<file path="config.mk">
export PLATFORM = sky130hd
export DESIGN_NAME = conv_layer_sequencer
export DESIGN_NICKNAME = d
export VERILOG_FILES = /design/src/rtl/conv_layer_sequencer.sv
export SDC_FILE = /design/constraint.sdc
export NUM_CORES = 1
export LEC_CHECK = 0
export BUFFER_PORTS_ARGS = -buffer_cell sky130_fd_sc_hd__clkbuf_2
export CAP_MARGIN = 20
export CORE_MARGIN = 2
export CORE_UTILIZATION = 33
export CTS_CLUSTER_DIAMETER = 100
export DETAILED_ROUTE_END_ITERATION = 8
export HOLD_SLACK_MARGIN = 0.02
export PLACE_DENSITY = 0.44
export REMOVE_ABC_BUFFERS = 1
export SETUP_SLACK_MARGIN = 0.5
export SLEW_MARGIN = 30
export SYNTH_ARGS = -nofsm -noshare
export SYNTH_HDL_FRONTEND = slang
export SYNTH_SLANG_ARGS = --single-unit
</file>
<file path="constraint.sdc">
create_clock -name clk -period 19.6 [get_ports clk]
set_clock_uncertainty 0.1 [all_clocks]
set_input_delay 0.98 -clock clk [delete_from_list [all_inputs] [get_ports clk]]
set_output_delay 0.98 -clock clk [all_outputs]
set_load 0.01 [all_outputs]
</file>
<file path="src/rtl/conv_layer_sequencer.sv">
// Tiles a conv layer across the systolic array: per tile clears weight fill, loads, feeds, drains.
// Outputs are registered from next state; start is sampled only in IDLE and done levels only in their waiting state.
module conv_layer_sequencer #(
    parameter int array_size    = 9,
    parameter int dim_data_size = 16,
    parameter int addr_width    = 15
) (
    input  logic                     clk,
    input  logic                     reset,
    input  logic                     start,
    input  logic [addr_width-1:0]    weight_base,
    input  logic [dim_data_size-1:0] weight_size,
    input  logic [dim_data_size-1:0] number_filters,
    input  logic                     wf_done,
    input  logic                     feed_done,
    input  logic                     drain_done,
    output logic                     wf_reset_n,
    output logic                     wf_enable,
    output logic [addr_width-1:0]    wf_initial_address,
    output logic [dim_data_size-1:0] wf_number_filters,
    output logic                     feed_start,
    output logic                     drain_start,
    output logic                     busy,
    output logic                     done,
    output logic                     error,
    output logic [dim_data_size-1:0] tile_index
);
    localparam int W = 2*dim_data_size + 8;

    typedef enum logic [2:0] {IDLE, CHECK, CLR, LOAD, FEED, DRAIN, NEXT, FIN} state_t;
    state_t state, state_next;

    logic [addr_width-1:0]    base_q;
    logic [dim_data_size-1:0] k_q;
    logic [dim_data_size-1:0] f_q;
    logic                     load_first;

    logic [W-1:0] k_sq, f_w, asz_w, tile_w, tile_calc, offs, remain, nf_w;
    logic         bad, last_tile;
    logic [addr_width-1:0]    addr_calc;
    logic [dim_data_size-1:0] nf_calc;

    // Tile geometry; in NEXT it is evaluated for the tile about to start.
    always_comb begin
        k_sq      = W'(k_q) * W'(k_q);
        f_w       = W'(f_q);
        asz_w     = W'(array_size);
        tile_w    = W'(tile_index);
        tile_calc = (state == NEXT) ? tile_w + W'(1) : tile_w;
        offs      = tile_calc * asz_w * k_sq;
        remain    = f_w - tile_calc * asz_w;
        nf_w      = (remain < asz_w) ? remain : asz_w;
        addr_calc = addr_width'(W'(base_q) + offs);
        nf_calc   = dim_data_size'(nf_w);
        bad       = (k_q == '0) || (f_q == '0) || (k_sq > asz_w);
        last_tile = ((tile_w + W'(1)) * asz_w) >= f_w;
    end

    always_comb begin
        state_next = state;
        case (state)
            IDLE:    if (start) state_next = CHECK;
            CHECK:   state_next = bad ? IDLE : CLR;
            CLR:     state_next = LOAD;
            LOAD:    if (!load_first && wf_done) state_next = FEED;
            FEED:    if (feed_done) state_next = DRAIN;
            DRAIN:   if (drain_done) state_next = NEXT;
            NEXT:    state_next = last_tile ? FIN : CLR;
            FIN:     state_next = IDLE;
            default: state_next = IDLE;
        endcase
    end

    always_ff @(posedge clk or negedge reset) begin
        if (!reset) begin
            state              <= IDLE;
            base_q             <= '0;
            k_q                <= '0;
            f_q                <= '0;
            load_first         <= 1'b0;
            tile_index         <= '0;
            wf_reset_n         <= 1'b0;
            wf_enable          <= 1'b0;
            wf_initial_address <= '0;
            wf_number_filters  <= '0;
            feed_start         <= 1'b0;
            drain_start        <= 1'b0;
            busy               <= 1'b0;
            done               <= 1'b0;
            error              <= 1'b0;
        end else begin
            state       <= state_next;
            wf_reset_n  <= (state_next != CLR);
            wf_enable   <= (state_next == LOAD) || (state_next == FEED) ||
                           (state_next == DRAIN) || (state_next == NEXT);
            feed_start  <= (state == LOAD) && (state_next == FEED);
            drain_start <= (state == FEED) && (state_next == DRAIN);
            load_first  <= (state != LOAD) && (state_next == LOAD);
            busy        <= (state_next != IDLE);
            done        <= (state_next == FIN);
            error       <= (state == CHECK) && bad;
            if (state == IDLE && start) begin
                base_q     <= weight_base;
                k_q        <= weight_size;
                f_q        <= number_filters;
                tile_index <= '0;
            end
            if ((state == CHECK && !bad) || (state == NEXT && !last_tile)) begin
                wf_initial_address <= addr_calc;
                wf_number_filters  <= nf_calc;
            end
            if (state == NEXT && !last_tile)
                tile_index <= tile_index + 1'b1;
        end
    end
endmodule

</file>
Word level (Yosys, flattened, before mapping)

Index checks and enable logic that the tools add are counted.

Logic and storage cells: 73
Flip-flop bits (word level): 105
Output and inout port bits: 54
Input bits: 53

Equal/unequal tests: 14
Add/subtract/negate cells: 4
Muxes and demuxes: 11
Reductions and logical operators: 22
Multipliers: 4
Magnitude comparators: 3

Operators with widths:

| cell                                                            | count |
|---|---|
| two-way mux 16 bit                                              | 3 |
| < comparator 40 x 4 -> 1 bit (second input constant)            | 1 |
| multiplier 40 x 32 -> 15 bit                                    | 1 |
| multiplier 40 x 4 -> 40 bit (second input constant)             | 1 |
| two-way mux 40 bit                                              | 1 |
| subtractor 16 x 40 -> 40 bit                                    | 1 |
| greater-than comparator 32 x 4 -> 1 bit (second input constant) | 1 |
| logical NOT 16 bit                                              | 2 |
| multiplier 16 x 16 -> 32 bit                                    | 1 |
| equality test 3 bit (second input constant)                     | 8 |
| one-hot mux 3 bit (8 select lines)                              | 1 |
| >= comparator 21 x 16 -> 1 bit                                  | 1 |
| multiplier 17 x 4 -> 21 bit (second input constant)             | 1 |
| adder 16 x 1 -> 17 bit (second input constant)                  | 1 |
| adder 16 x 1 -> 16 bit (second input constant)                  | 1 |
| adder 15 bit                                                    | 1 |
| two-way mux 3 bit                                               | 5 |
| equality test 3 x 2 -> 1 bit (second input constant)            | 3 |
| logical AND 1 bit                                               | 8 |
| logical OR 1 bit                                                | 6 |
| inequality test 3 x 2 -> 1 bit (second input constant)          | 2 |
| equality test 3 x 1 -> 1 bit (second input constant)            | 1 |
| logical NOT 1 bit                                               | 3 |
| logical NOT 3 bit                                               | 1 |
| 3 further kinds                                                 | 3 |

Longest topological paths before layout

Gate-level depths: netlist (run 1).

Word-level depth: 9
Mapped depth: 41

Worst setup path after synthesis (run 1)

Ideal clock, no wire load.

Kind: register to register
Start point: register k_q[1]
End point: register wf_initial_address[14]
Slack: 9.402 ns
Period minus slack after synthesis: 10.198 ns
Cell stages (with the launch flop): 36
Library setup time: 0.082 ns
Buffers on the path: 2
Arrival: 10.016 ns
Required time: 19.418 ns
Cells stage by stage: dfrtp_1 -> clkbuf_1 -> clkbuf_1 -> nand2_1 -> fa_1 -> inv_1 -> fa_1 -> fa_1 -> ha_1 -> fa_1 -> inv_1 -> fa_1 -> inv_1 -> ha_1 -> a211oi_1 -> o21a_2 -> a21oi_4 -> xnor2_1 -> nor2_1 -> fa_1 -> fa_1 -> inv_1 -> fa_1 -> fa_1 -> fa_1 -> fa_1 -> xor2_1 -> xnor2_1 -> xnor2_1 -> xnor2_1 -> xnor2_1 -> xnor3_1 -> xnor3_1 -> o31a_1 -> or3_1 -> a31oi_1

Cells in the longest elaborated chain, start to end: 6
Elaborated cells on any way between the ends: 10

RTL lines:

| what                                                                 | line | RTL |
|---|---|---|
| start, declared                                                      | 34   | `logic [dim_data_size-1:0] k_q;` |
| start signal, assigned                                               | 104  | `k_q <= weight_size;` |
| branches (longest 6 deep; another with multiplier 40 x 32 -> 15 bit) | n/a  |  |
| end signal, assigned                                                 | 109  | `wf_initial_address <= addr_calc;` |
| end, declared                                                        | 19   | `output logic [addr_width-1:0] wf_initial_address,` |

Several ways; the timed one is not identified.
A chain may end at the register's enable or synchronous reset.

Worst setup path in the final report (run 1)

Start point: register k_q[8]
End point: register wf_initial_address[14]

Same word-level chain as after synthesis.

==> results.ini, run 1 <==
[setup_path]
worst_path_largest_cell_delay_ns = 0.77
ff2ff_path_depth = 36
crit_type = flop to flop
cp-end-kind = flop
cp_max_fo = 15
crit_arrival_ns = 11.32
critPathRequiredTime_ns = 19.84
r2r-start = k_q[8]
startpoint_type = flop
cp-startpoint = k_q[8]
crit_top_cell = fa_1
cp_slowest_cell = dfrtp_1

[route]
num_vias = 14300
drtPass1Iterations = 7
routed_wl_um = 52800
dr.first_iter.drc_count = 723
post_drt_wl_per_cell_um = 17.9
viasPerCell = 4.85
drc = 0
ant_nets = 0

[sta]
maxSlewViolCount = 0
hold_viol = 0
relSlewSlack_pct = 34.0
timing.fmax_mhz = 90.2
period_share_pct = 56.6
fin_setup_tns_ns = 0
grt_setup_unrepaired = false
setup_viol = 0
tightest_slew_ns = 0.987
min_period_ns = 11.08

[layout]
post-route-cell-area_sq_um = 20200
seqCellArea_sq_um = 2630
area_delta_synth_final_pct = 8.59
fill_cells = 5771
nets = 2733
antennaDiodeCount = 0
fin_util_pct = 36.4
multi_input_comb_area_sq_um = 14100
drive_gt1_share_pct = 8.63

[floorplanning]
core_area_sq_um = 55400
fp.dieW_um = 241
initial_utilization_pct = 33.5
row_count = 86
dieArea_sq_um = 58200
pin_count = 107
die-height_um = 241

[clock_network]
clk_latency_ns = 0.41
cts_buffers = 9
cts-hold-fix-buffers = 0
clk_pin_slew_ns = 0.10
h-tree-depth = 3
clk_path_buf_depth = 2
clock-sinks = 105
cts_tree = yes
cts_setup_buffers = 0
cts_root_buf = clkbuf_16
cts.repair.resized = 0

[synthesis]
synth_edf_count = 0
synth_area_per_cell_sq_um = 8.69
synth_top_area_cell = fa_1
synthTopCellsByCount = 399 x inv_1, 250 x ha_1, 245 x nand2_1
netlist_top_cells_area = fa_1 25%, ha_1 17%, dfrtp_1 14%, inv_1 8.1%, nand2_1 5.0%
synthCells = 2137
ys_seq_area_share_pct = 14.1
yosys_warnings = 0
async_reset_ff_share_pct = 100
synth_most_common_cell = inv_1
synthDominantCellAreaShare_pct = 25.1
netlist_area_sq_um = 18600
ys_types = 84
synth_flop_cell = dfrtp_1
synth-seq-cells = 105

[grt]
antenna_found_initial = 0
grt_pass1_wl_um = 84900
gr-total-overflow = 0
first_global_vias = 15100
grt.total_usage_pct = 19.1
grt_max_degree = 57

[placed_design]
place_congestion = 0.836
dp_hpwl_um = 43400
io_buffers = 106
placed_area_sq_um = 19900

[min_path]
hold_path.class = flop to flop
hold_start = wf_number_filters[10]
hold_depth = 1

[status]
status = finished clean

[flow_run]
maxCapViolations = 0

==> kinds of logic after synthesis <==
family          synth area share (%)
xor+xnor                        5.83
flops                           14.1
mux                            0.876
fa+ha+maj                       41.9
simple gates                    16.7
compound gates                  10.6
buf+inv                         9.87
==> through the flow <==
step                hold slack [ns]  cells  worst slack, ns
finish                        0.387   2950             8.52
global route                  0.408   2950             7.80
CTS                           0.395   2950             8.52
detailed placement            0.372   2934             8.60
global placement              0.368   2934             8.83
floorplan                     0.352   2064             9.57
==> layer usage <==
layer	wire [um]	track usage (%)	vias to the layer above
li1	-	-	6977
met1	23500	24.4	7104
met2	26800	34.1	192
met3	1310	2.09	47
met4	1120	5.09	0
met5	0	0	-
==> layout make-up <==
class | instances | share of cell area [%]
well taps | 748 | 4.64
multi-input cells | 1557 | 70.1
flip-flops and latches | 105 | 13.0
repair buffers | 122 | 3.24
inverters | 402 | 7.48
clock buffers | 9 | 1.12
clock inverters | 7 | 0.440
==> state kept, by name, indices dropped and copies added (netlist names), 3 cells and up <==
register	count
state	3
wf_number_filters	16
k_q	16
base_q	15
tile_index	16
wf_initial_address	15
f_q	16
==> worst max-delay path: cells and delay by family, from the launching register on <==
kind / cells / cell delay, ns
AOI/OAI and AO/OA: 4 / 0.81
xor gates and xnor gates: 8 / 1.87
adders and majority gates: 13 / 6.06
buffers and inverters: 6 / 0.56
DFF: 1 / 0.77
and+or+nand+nor: 5 / 0.81
==> path summary, 6_finish.rpt <==
path / end / slack (ns)
worst max-delay path: wf_initial_address[14] / 8.52
worst min-delay path: wf_number_filters[10] / 0.39
worst max register to register: wf_initial_address[14] / 8.52
worst min register to register: wf_number_filters[10] / 0.39
max in group asynchronous: state[0] / 17.57
min in group asynchronous: wf_reset_n / 0.51
==> layout by cell type (no fill, tap or decap), types with 16 or more instances in the layout <==
master    count
nand3_1      20
nand2b_1     28
nor3_1       33
dfrtp_1     105
inv_1       399
o21ai_0      80
xor2_1       37
clkbuf_2    105
o21a_1       16
xnor2_1      69
ha_1        250
nor4_1       20
and3_1       17
a21o_1       23
nor2b_1      22
nor2_1      139
fa_1        233
buf_4        17
and2_1       70
nand2_1     245
a21oi_1      63
Power of run 1 is left out: the tool's default activity adds up to more than one toggle a clock period on the data nets, which glitch-free logic cannot reach.
==> run 2, diff against run 1 <==
Settings changed: ABC_AREA from default to 1.
Clock period 19.6 ns to 11.1 ns, I/O delays scaled along.
==> run 2 against run 1 <==
  * Synthesized cell count rose by 22%
  * Setup slack worse by 7.2 ns
  * Worst hold slack worse by 0.36 ns
  * Fmax increased by 14%
  * Die area is 4.4% higher
  * Via count up 12%
  * Critical path type unchanged
==> results.ini, run 2 <==
[status]
status = finished clean  ; unchanged

[layout]
nets = 3223  ; was 2733
drive_gt1_share_pct = 7.58  ; was 8.63%
layout.cells.most_common = inv_1  ; unchanged
final_cell_mix = 651 x inv_1, 612 x nand2_1, 250 x ha_1  ; was 399 x inv_1, 250 x ha_1, 245 x nand2_1
antennaDiodeCount = 0  ; unchanged
fill_cells = 6316  ; was 5771
post-route-cell-area_sq_um = 21100  ; was 20200 sq um
area_delta_synth_final_pct = 8.53  ; was 8.59%

[route]
num_vias = 16100  ; was 14.3k
ant_nets = 0  ; unchanged
dr.first_iter.drc_count = 724  ; was 723
drc = 0  ; unchanged
routed_wl_um = 53500  ; was 52800 um
viasPerCell = 4.65  ; was 4.85
drtPass1Iterations = 5  ; was 7
post_drt_wl_per_cell_um = 15.5  ; was 17.9 um

[min_path]
hold_path.class = input port to asynchronous set/reset pin  ; was flop to flop

[synthesis]
synth_compound_area_share_pct = 5.82  ; was 10.6%
synth_edf_count = 0  ; unchanged
synth_most_common_cell = inv_1  ; unchanged
async_reset_ff_share_pct = 100  ; unchanged
synthDominantCellAreaShare_pct = 24.0  ; was 25.1%
netlist_area_sq_um = 19400  ; was 18600 sq um
muxShareOfSynthArea_pct = 0.870  ; was 0.876%
synth-adder-area-share_pct = 40.1  ; was 41.9%
synthCells = 2615  ; was 2137
synth-seq-cells = 105  ; unchanged
ys_types = 50  ; was 84
synth-simple-area-share_pct = 21.7  ; was 16.7%
yosys_warnings = 0  ; unchanged
synth_flop_cell = dfrtp_1  ; unchanged
synthTopCellsByCount = 651 x inv_1, 612 x nand2_1, 250 x ha_1  ; was 399 x inv_1, 250 x ha_1, 245 x nand2_1
ys_seq_area_share_pct = 13.5  ; was 14.1%
synth_top_area_cell = fa_1  ; unchanged
synth_top_family_by_area = adder cells  ; unchanged
synthXorXnorAreaFrac_pct = 3.77  ; was 5.83%
synth_area_per_cell_sq_um = 7.42  ; was 8.69 sq um
netlist_top_cells_area = fa_1 24%, ha_1 16%, dfrtp_1 14%, inv_1 13%, nand2_1 12%  ; was fa_1 25%, ha_1 17%, dfrtp_1 14%, inv_1 8.1%, nand2_1 5.0%

[floorplanning]
row_count = 88  ; was 86
fp.dieW_um = 247  ; was 241 um
initial_utilization_pct = 33.5  ; about the same
dieArea_sq_um = 60800  ; was 58200 sq um
die-height_um = 247  ; was 241 um
core_area_sq_um = 57900  ; was 55400 sq um
pin_count = 107  ; unchanged

[clock_network]
clock-sinks = 105  ; unchanged
clk_pin_slew_ns = 0.08  ; was 0.10 ns
cts_setup_buffers = 0  ; unchanged
cts_buffers = 9  ; unchanged
cts_tree = yes  ; unchanged
cts.repair.resized = 0  ; unchanged
cts-hold-fix-buffers = 0  ; unchanged
h-tree-depth = 3  ; unchanged
cts_root_buf = clkbuf_16  ; unchanged
clk_path_buf_depth = 2  ; unchanged
clk_latency_ns = 0.40  ; was 0.41 ns

[setup_path]
crit_type = flop to flop  ; unchanged
crit_top_cell = nand2_1  ; was fa_1
worst_path_largest_cell_delay_ns = 0.90  ; was 0.77 ns
startpoint_type = flop  ; unchanged
critPathRequiredTime_ns = 11.28  ; was 19.84 ns
cp_max_fo = 19  ; was 15
crit_arrival_ns = 9.92  ; was 11.32 ns
cp_slowest_cell = dfrtp_1  ; unchanged
cp-end-kind = flop  ; unchanged

[sta]
setup_viol = 0  ; unchanged
hold_viol = 0  ; unchanged
maxSlewViolCount = 0  ; unchanged
timing.fmax_mhz = 103  ; was 90.2 MHz
tightest_slew_ns = 0.907  ; was 0.987 ns
period_share_pct = 87.8  ; was 56.6%
hold_ws_ns = 0.0289  ; was 0.387 ns
min_period_ns = 9.75  ; was 11.08 ns
fin_setup_tns_ns = 0  ; unchanged
grt_setup_unrepaired = false  ; unchanged
relSlewSlack_pct = 39.3  ; was 34.0%

[grt]
first_global_vias = 16900  ; was 15.1k
grt_pass1_wl_um = 88200  ; was 84900 um
gr-total-overflow = 0  ; unchanged
grt.total_usage_pct = 18.6  ; was 19.1%
antenna_found_initial = 0  ; unchanged
grt_max_degree = 56  ; was 57

[placed_design]
io_buffers = 106  ; unchanged
place_congestion = 0.883  ; was 0.836
dp_hpwl_um = 45800  ; was 43400 um
placed_area_sq_um = 20800  ; was 19900 sq um

[flow_run]
maxCapViolations = 0  ; unchanged

-- run 2: per-stage QoR --
step           instances  util, %  setup slack [ns]
2_1_floorplan       2555        -              2.30
3_3_place_gp        3441     35.9              1.53
3_5_place_dp        3441     35.9              1.39
4_1_cts             3457     36.4              1.33
5_1_grt             3457     36.4             0.573
6_report            3457     36.4              1.35
-- run 2: cell type report --
cell class / count / area (sq um) / share of cell area, %
Multi-Input combinational cell: 1790 / 14100 / 66.7
Tap cell: 765 / 957 / 4.54
Clock buffer: 10 / 229 / 1.09
Sequential cell: 105 / 2630 / 12.5
Timing Repair Buffer: 121 / 649 / 3.08
Inverter: 660 / 2480 / 11.8
Clock inverter: 6 / 75.1 / 0.356
-- run 2: path summary, 6_finish.rpt --
check / startpoint / to / slack, ns / depth (start not counted)
setup / recovery: k_q[4] / wf_initial_address[14] / 1.35 / 49
hold / removal: reset / wf_initial_address[4] / 0.03 / 1
setup reg to reg: k_q[4] / wf_initial_address[14] / 1.35 / 49
hold reg to reg: wf_initial_address[11] / wf_initial_address[11] / 0.38 / 2
max in group asynchronous: reset / f_q[1] / 9.69 / 2
min in group clk: weight_size[15] / k_q[15] / 0.29 / 2
-- run 2: worst max-delay path: cells and delay by family, from the launching register on --
| family | cells | cell delay [ns] |
|---|---|---|
| adders and majority gates | 14 | 5.65 |
| and+or+nand+nor | 18 | 1.50 |
| DFF | 1 | 0.90 |
| buffers and inverters | 13 | 0.81 |
| AOI/OAI and AO/OA | 4 | 0.66 |
-- run 2: cell families (layout without fill, tap and decap cells) --
group           after synthesis  after routing
mux                          15             15
simple gates               1004           1004
xor+xnor                     81             81
flops                       105            105
compound gates              207            207
buf+inv                     720            797
fa+ha+maj                   483            483
-- run 2: metal layers --
metal  track usage (%)  vias to the layer above  wire, um
met1              25.4                     7731     25700
met2              31.0                      268     24800
met3              2.41                       45      2000
met5                 0                        -         0
li1                  -                     8040         -
met4              4.29                        0       927
Power of run 2 is left out for the same reason.
